--- config.mk ---
export PLATFORM = sky130hd
export DESIGN_NAME = alu_arbiter_flat
export DESIGN_NICKNAME = d
export VERILOG_FILES = /design/src/rtl/alu_pkg.sv /design/src/rtl/alu_arbiter_if.sv /design/src/rtl/alu_arbiter_alu.sv /design/src/rtl/alu_arbiter.sv /design/src/flat_wrapper.sv
export SDC_FILE = /design/constraint.sdc
export NUM_CORES = 1
export LEC_CHECK = 0
export CAP_MARGIN = 10
export CORE_ASPECT_RATIO = 1.4
export CORE_MARGIN = 5
export CORE_UTILIZATION = 40
export CTS_BUF_LIST = sky130_fd_sc_hd__clkbuf_4 sky130_fd_sc_hd__clkbuf_8 sky130_fd_sc_hd__clkbuf_16
export DETAILED_ROUTE_END_ITERATION = 16
export GPL_ROUTABILITY_DRIVEN = 0
export PLACE_DENSITY_LB_ADDON = 0.12
export REMOVE_ABC_BUFFERS = 1
export SLEW_MARGIN = 20
export SYNTH_ARGS = -nofsm -noshare
export SYNTH_HDL_FRONTEND = slang
export SYNTH_SLANG_ARGS = --single-unit
--- constraint.sdc ---
create_clock -name clk -period 3.9 [get_ports clk]
set_clock_uncertainty 0.15 [all_clocks]
set_input_delay 0.78 -clock clk [delete_from_list [all_inputs] [get_ports clk]]
set_output_delay 0.78 -clock clk [all_outputs]
set_load 0.01 [all_outputs]
--- src/rtl/alu_pkg.sv ---
// Shared definitions for the ALU and its two-client arbiter: opcodes,
// default widths and the client-id type.
package alu_pkg;

    localparam int WIDTH_DEF = 8;
    localparam int OPW_DEF   = 3;

    localparam logic [OPW_DEF-1:0] OP_ADD = 3'b000;
    localparam logic [OPW_DEF-1:0] OP_SUB = 3'b001;
    localparam logic [OPW_DEF-1:0] OP_AND = 3'b010;
    localparam logic [OPW_DEF-1:0] OP_OR  = 3'b011;
    localparam logic [OPW_DEF-1:0] OP_XOR = 3'b100;
    localparam logic [OPW_DEF-1:0] OP_NOT = 3'b101;
    localparam logic [OPW_DEF-1:0] OP_SHL = 3'b110;
    localparam logic [OPW_DEF-1:0] OP_SHR = 3'b111;

    typedef logic client_id_t;

endpackage

--- src/rtl/alu_arbiter_if.sv ---
// Request/response bundle between two ALU clients and the arbiter.
interface alu_arbiter_if
    import alu_pkg::*;
#(
    parameter int WIDTH = WIDTH_DEF,
    parameter int OPW   = OPW_DEF
) ();

    logic             req0_valid;
    logic             req0_ready;
    logic [OPW-1:0]   req0_op;
    logic [WIDTH-1:0] req0_a;
    logic [WIDTH-1:0] req0_b;
    logic             req1_valid;
    logic             req1_ready;
    logic [OPW-1:0]   req1_op;
    logic [WIDTH-1:0] req1_a;
    logic [WIDTH-1:0] req1_b;
    logic             rsp0_valid;
    logic             rsp0_ready;
    logic             rsp1_valid;
    logic             rsp1_ready;
    logic [WIDTH-1:0] rsp_out;
    logic             rsp_carry;
    logic             rsp_zero;

    modport master (
        output req0_valid, req0_op, req0_a, req0_b,
        output req1_valid, req1_op, req1_a, req1_b,
        output rsp0_ready, rsp1_ready,
        input  req0_ready, req1_ready,
        input  rsp0_valid, rsp1_valid, rsp_out, rsp_carry, rsp_zero
    );

    modport slave (
        input  req0_valid, req0_op, req0_a, req0_b,
        input  req1_valid, req1_op, req1_a, req1_b,
        input  rsp0_ready, rsp1_ready,
        output req0_ready, req1_ready,
        output rsp0_valid, rsp1_valid, rsp_out, rsp_carry, rsp_zero
    );

endinterface

--- src/rtl/alu_arbiter_alu.sv ---
// The existing combinational 8-bit ALU: result plus carry and zero flags.
module alu_arbiter_alu
    import alu_pkg::*;
#(
    parameter int WIDTH = WIDTH_DEF
) (
    input  logic [OPW_DEF-1:0] op,
    input  logic [WIDTH-1:0]   a,
    input  logic [WIDTH-1:0]   b,
    output logic [WIDTH-1:0]   y,
    output logic               carry,
    output logic               zero
);

    logic [WIDTH:0] sum;

    // For SUB the carry flag is the borrow out of the extended subtraction.
    always_comb begin
        sum   = '0;
        y     = '0;
        carry = 1'b0;
        case (op)
            OP_ADD: begin
                sum   = {1'b0, a} + {1'b0, b};
                y     = sum[WIDTH-1:0];
                carry = sum[WIDTH];
            end
            OP_SUB: begin
                sum   = {1'b0, a} - {1'b0, b};
                y     = sum[WIDTH-1:0];
                carry = sum[WIDTH];
            end
            OP_AND: y = a & b;
            OP_OR:  y = a | b;
            OP_XOR: y = a ^ b;
            OP_NOT: y = ~a;
            OP_SHL: begin
                y     = {a[WIDTH-2:0], 1'b0};
                carry = a[WIDTH-1];
            end
            default: begin
                y     = {1'b0, a[WIDTH-1:1]};
                carry = a[0];
            end
        endcase
    end

    assign zero = (y == '0);

endmodule

--- src/rtl/alu_arbiter.sv ---
// Round-robin share of one ALU between two clients, with a one-entry
// result register that is returned to whichever client issued the op.
module alu_arbiter
    import alu_pkg::*;
#(
    parameter int WIDTH = WIDTH_DEF,
    parameter int OPW   = OPW_DEF
) (
    input  logic         clk,
    input  logic         rst,
    alu_arbiter_if.slave bus
);

    if (WIDTH != WIDTH_DEF || OPW != OPW_DEF) begin : g_bad_width
        $error("alu_arbiter: WIDTH/OPW must match the ALU (%0d/%0d)", WIDTH_DEF, OPW_DEF);
    end

    logic             full_p1;
    client_id_t       owner_p1;
    client_id_t       last_grant_p1;
    logic [WIDTH-1:0] out_p1;
    logic             carry_p1;
    logic             zero_p1;

    logic             owner_rdy;
    logic             can_accept;
    logic             grant_any;
    client_id_t       win;
    logic [OPW-1:0]   alu_op;
    logic [WIDTH-1:0] alu_a;
    logic [WIDTH-1:0] alu_b;
    logic [WIDTH-1:0] alu_y;
    logic             alu_carry;
    logic             alu_zero;

    function automatic client_id_t pick(input logic v0, input logic v1, input client_id_t last);
        if (v0 && v1) return ~last;
        else if (v1)  return 1'b1;
        else          return 1'b0;
    endfunction

    // Stage p0: arbitration and operand mux into the ALU
    assign owner_rdy  = owner_p1 ? bus.rsp1_ready : bus.rsp0_ready;
    // Reset gates the grant so a request present during reset is never taken.
    assign can_accept = !rst && (!full_p1 || owner_rdy);
    assign win        = pick(bus.req0_valid, bus.req1_valid, last_grant_p1);
    assign grant_any  = can_accept && (bus.req0_valid || bus.req1_valid);

    assign bus.req0_ready = grant_any && (win == 1'b0);
    assign bus.req1_ready = grant_any && (win == 1'b1);

    assign alu_op = win ? bus.req1_op : bus.req0_op;
    assign alu_a  = win ? bus.req1_a  : bus.req0_a;
    assign alu_b  = win ? bus.req1_b  : bus.req0_b;

    alu_arbiter_alu #(.WIDTH(WIDTH)) u_alu (
        .op    (alu_op),
        .a     (alu_a),
        .b     (alu_b),
        .y     (alu_y),
        .carry (alu_carry),
        .zero  (alu_zero)
    );

    // Stage p1: result register; a new accept overrides the owner's drain
    always_ff @(posedge clk or posedge rst) begin
        if (rst) begin
            full_p1       <= 1'b0;
            owner_p1      <= 1'b0;
            last_grant_p1 <= 1'b1;
            out_p1        <= '0;
            carry_p1      <= 1'b0;
            zero_p1       <= 1'b0;
        end else if (grant_any) begin
            full_p1       <= 1'b1;
            owner_p1      <= win;
            last_grant_p1 <= win;
            out_p1        <= alu_y;
            carry_p1      <= alu_carry;
            zero_p1       <= alu_zero;
        end else if (full_p1 && owner_rdy) begin
            full_p1       <= 1'b0;
        end
    end

    assign bus.rsp0_valid = full_p1 && (owner_p1 == 1'b0);
    assign bus.rsp1_valid = full_p1 && (owner_p1 == 1'b1);
    assign bus.rsp_out    = out_p1;
    assign bus.rsp_carry  = carry_p1;
    assign bus.rsp_zero   = zero_p1;

endmodule

--- src/flat_wrapper.sv ---
// flat-port wrapper written by rule: the top's interface ports become plain ports
module alu_arbiter_flat import alu_pkg::*;
#(
    parameter int WIDTH = WIDTH_DEF,
    parameter int OPW   = OPW_DEF
)
  (clk, rst, bus_req0_valid, bus_req0_op, bus_req0_a, bus_req0_b, bus_req1_valid, bus_req1_op, bus_req1_a, bus_req1_b, bus_rsp0_ready, bus_rsp1_ready, bus_req0_ready, bus_req1_ready, bus_rsp0_valid, bus_rsp1_valid, bus_rsp_out, bus_rsp_carry, bus_rsp_zero);
  alu_arbiter_if #(.WIDTH(WIDTH), .OPW(OPW)) bus_i ();
  input  logic clk;
  input  logic rst;
  input wire logic [$bits(bus_i.req0_valid)-1:0] bus_req0_valid;
  input wire logic [$bits(bus_i.req0_op)-1:0] bus_req0_op;
  input wire logic [$bits(bus_i.req0_a)-1:0] bus_req0_a;
  input wire logic [$bits(bus_i.req0_b)-1:0] bus_req0_b;
  input wire logic [$bits(bus_i.req1_valid)-1:0] bus_req1_valid;
  input wire logic [$bits(bus_i.req1_op)-1:0] bus_req1_op;
  input wire logic [$bits(bus_i.req1_a)-1:0] bus_req1_a;
  input wire logic [$bits(bus_i.req1_b)-1:0] bus_req1_b;
  input wire logic [$bits(bus_i.rsp0_ready)-1:0] bus_rsp0_ready;
  input wire logic [$bits(bus_i.rsp1_ready)-1:0] bus_rsp1_ready;
  output wire logic [$bits(bus_i.req0_ready)-1:0] bus_req0_ready;
  output wire logic [$bits(bus_i.req1_ready)-1:0] bus_req1_ready;
  output wire logic [$bits(bus_i.rsp0_valid)-1:0] bus_rsp0_valid;
  output wire logic [$bits(bus_i.rsp1_valid)-1:0] bus_rsp1_valid;
  output wire logic [$bits(bus_i.rsp_out)-1:0] bus_rsp_out;
  output wire logic [$bits(bus_i.rsp_carry)-1:0] bus_rsp_carry;
  output wire logic [$bits(bus_i.rsp_zero)-1:0] bus_rsp_zero;
  assign bus_i.req0_valid = bus_req0_valid;
  assign bus_i.req0_op = bus_req0_op;
  assign bus_i.req0_a = bus_req0_a;
  assign bus_i.req0_b = bus_req0_b;
  assign bus_i.req1_valid = bus_req1_valid;
  assign bus_i.req1_op = bus_req1_op;
  assign bus_i.req1_a = bus_req1_a;
  assign bus_i.req1_b = bus_req1_b;
  assign bus_i.rsp0_ready = bus_rsp0_ready;
  assign bus_i.rsp1_ready = bus_rsp1_ready;
  assign bus_req0_ready = bus_i.req0_ready;
  assign bus_req1_ready = bus_i.req1_ready;
  assign bus_rsp0_valid = bus_i.rsp0_valid;
  assign bus_rsp1_valid = bus_i.rsp1_valid;
  assign bus_rsp_out = bus_i.rsp_out;
  assign bus_rsp_carry = bus_i.rsp_carry;
  assign bus_rsp_zero = bus_i.rsp_zero;
  alu_arbiter #(.WIDTH(WIDTH), .OPW(OPW)) u_core (.clk(clk), .rst(rst), .bus(bus_i));
endmodule
==> results.py <==
metrics = {
    "outcome": {
        "status": "finished, final reports clean",
    },
    "finish": {
        "syn_to_final_growth_pct": 41.4,
        "n_antenna_cell": 0,
        "drive_above_1_share_pct": 22.6,
        "nets": 507,
    },
    "drt": {
        "post_drt_wl_per_cell_um": 17.3,
        "drc": 0,
        "via_per_inst": 5.80,
        "drtPass1Iterations": 4,
        "final_antenna_net_count": 0,
        "drtIter0Drc": 131,
        "routed_wl_um": 8860,
        "via_count": 2969,
    },
    "clock_tree": {
        "cts_root_buf": "clkbuf_8",
        "cts_tree": "yes",
        "cts_made_buffers": 3,
        "clk_path_buf_depth": 2,
        "cts_htree_levels": 1,
        "clkSinkCount": 13,
        "cts.clk_slew.worst_paths_ns": 0.05,
        "clock_latency_ns": 0.24,
    },
    "worst_setup_path": {
        "crit_path_end_kind": "register",
        "r2r_start": "u_core.last_grant_p1",
        "path_class": "in -> reg",
        "reg2reg_slack_ns": 0.68,
        "cp-start-kind": "primary input",
        "crit_required_ns": 3.87,
        "reg2regPathDepth": 12,
        "rr_endpoint": "u_core.bus.rsp_carry",
        "crit_fanout": 3,
        "crit_arrival_ns": 3.43,
    },
    "pwr": {
        "p_clk_share_pct": 10.9,
        "intPower_w": 0.000670,
        "peakVddDrop_v": 0.000110,
        "p_sw_w": 0.000475,
        "swShare_pct": 41.5,
        "p_seq_share_pct": 18.1,
        "comb_power_share_pct": 71.0,
        "power_w": 0.00115,
        "powerDensity_nw_per_um2": 309,
        "leakage_nw": 1.65,
    },
    "die": {
        "initial_utilization_pct": 40.4,
        "fp.dieH_um": 106,
        "ios": 58,
        "dieArea_um2": 8290,
        "core_area_um2": 6480,
        "num_rows": 35,
        "die_w_um": 78.4,
    },
    "timing": {
        "fin_crit_ns": 3.45,
        "finalSetupViolCount": 0,
        "tightest_slew_ns": 0.593,
        "fmax_ghz": 0.290,
        "report.final.hold_viol_count": 0,
        "rsz0062_at_grt": "no",
        "fin_worst_hold_slack_ns": 0.334,
        "slew_headroom_pct": 60.4,
        "slew_violations": 0,
        "fin_crit_sh_pct": 88.5,
    },
    "yosys": {
        "syn_inst": 341,
        "yosysWarningCount": 0,
        "synthArstFlopShare_pct": 100,
        "ys_ff_latch": 13,
        "syn-cell-area_um2": 2620,
        "synth_edf_count": 0,
        "synth_ff_type": "dfrtp_1",
        "yosysSeqAreaShare_pct": 12.5,
        "synth.avg_cell_area_um2": 7.68,
        "ys_types": 71,
    },
    "hold_path": {
        "holdPathEnd": "u_core.bus.rsp_out[3]",
        "min_path_cells": 2,
        "hold_class": "reg -> reg",
        "holdCritStartpoint": "u_core.bus.rsp_out[3]",
    },
    "run": {
        "drv_cap": 0,
    },
    "global_routing": {
        "grt_pass1_wl_um": 14100,
        "track_usage_pct": 20.9,
        "grt_pass1_vias": 2856,
        "antenna_found_initial": 0,
        "grt_max_degree": 32,
        "grt_overflow_total": 0,
    },
    "placed_design": {
        "portBuffers": 57,
        "dp_hpwl_um": 7210,
    },
}
[routing by layer]
metal,GRT usage (%),vias up,share of wire (%)
li1,-,1423,-
met1,25.4,1433,41
met2,39.4,103,53
met3,1.54,10,5.1
met4,4.50,0,1.4
met5,0,-,0
[power by group through the flow]
| stage | clock, W | combinational, W | sequential (W) |
|---|---|---|---|
| floorplan | 0 | 0.000405 | 0.000219 |
| global placement | 0 | 0.000771 | 0.000206 |
| detailed placement | 0 | 0.000775 | 0.000210 |
| CTS | 0.000129 | 0.000780 | 0.000208 |
| global route | 0.000134 | 0.000882 | 0.000212 |
| finish | 0.000125 | 0.000813 | 0.000207 |
[worst max-delay path, stage by stage]
cell	delay [ns]
clkdlybuf4s50_1	0.52
mux2i_4	0.21
inv_1	0.06
ha_1	0.22
fa_1	0.42
nand3_1	0.11
nand2_1	0.08
a221o_1	0.34
a21o_1	0.20
a21oi_1	0.15
o221ai_1	0.13
a22o_1	0.21
[worst max-delay path by stage]
stage | startpoint | to | slack, ns
after floorplan | bus_req0_valid | u_core.bus.rsp_zero | -0.11
after global placement | bus_req0_valid | u_core.bus.rsp_zero | -0.27
after detailed placement | bus_req0_valid | u_core.bus.rsp_zero | -0.32
after CTS | bus_req0_valid | u_core.bus.rsp_zero | 0.06
after global routing | bus_req1_valid | u_core.bus.rsp_zero | 0.24
final | bus_req1_a[0] | u_core.bus.rsp_carry | 0.45
[flip-flops by register name (all words and copies together), names as in the netlist]
name and flops:
u_core.bus.rsp_carry 1, u_core.bus.rsp_out 8, u_core.bus.rsp_zero 1, u_core.last_grant_p1 1, u_core.full_p1 1, u_core.owner_p1 1
[timing repair]
item	in CTS	in global routing
gates resized for setup	1	21
setup buffers	0	1
pin swaps	0	4
hold buffers	0	0
endpoints found under the setup margin	2	5
[cell usage in the layout (no fill, tap or decap), types with 3 or more instances in the layout]
cell type,instances
nor3_1,14
mux2_2,6
buf_4,53
dfrtp_1,12
ha_1,20
nor2b_1,6
nand3b_1,3
a21o_1,5
nand3_1,6
mux2i_1,9
and2_1,4
nand4_1,6
o221ai_1,7
o21a_1,3
nand2b_1,4
nor2_1,15
nand2_1,58
xnor2_1,4
a31oi_1,7
nor3b_1,5
inv_1,26
o22ai_1,4
mux2i_2,4
o21ai_0,12
a21oi_1,13
mux2i_4,6
or3_1,4
o21ai_1,4
clkdlybuf4s50_1,55
clkbuf_8,4
[Yosys cell counts, types with 5 or more instances]
master	number	share of area (%)
nand4_1	6	1.4
a21o_1	5	1.4
nor3_1	16	3.1
nand2_1	59	8.5
mux2i_4	5	4.3
mux2i_1	13	5.0
nor2b_1	6	1.4
o21ai_0	13	2.5
inv_1	26	3.7
o221ai_1	8	2.7
a21oi_1	14	2.7
ha_1	22	11
clkbuf_1	6	0.86
mux2_2	6	2.6
dfrtp_1	12	11
a31oi_1	7	1.7
nor3b_1	5	1.4
nand3_1	6	1.1
nor2_1	15	2.1
buf_2	5	0.96
[logic make-up (layout without fill, tap and decap cells)]
logic type | after synthesis | in the layout | synth area share (%)
and+or+nand+nor | 137 | 137 | 25.4
AOI/OAI and AO/OA | 90 | 90 | 26.3
buffers and inverters | 45 | 142 | 8.89
muxes | 26 | 26 | 12.9
adders and majority gates | 24 | 24 | 12.0
DFF | 13 | 13 | 12.5
xor gates and xnor gates | 6 | 6 | 2.01
[metrics by stage]
step,instance area (µm²),utilization (%),instances,TNS (ns),setup WS (ns)
global route,3700,57.1,512,0,0.241
detailed placement,3560,54.9,507,-0.923,-0.319
floorplan,2480,-,322,-0.256,-0.106
CTS,3610,55.7,511,0,0.0571
global placement,3560,54.9,507,-0.815,-0.270
finish,3700,57.1,512,0,0.447
[layout make-up]
class                   instances  area (µm²)
multi-input cells             283        2140
flip-flops and latches         13         327
clock buffers                   4        48.8
repair buffers                112         998
fillers                       638        2780
inverters                      26        97.6
well taps                      74        92.6
Power figures use the tool's default switching activity.
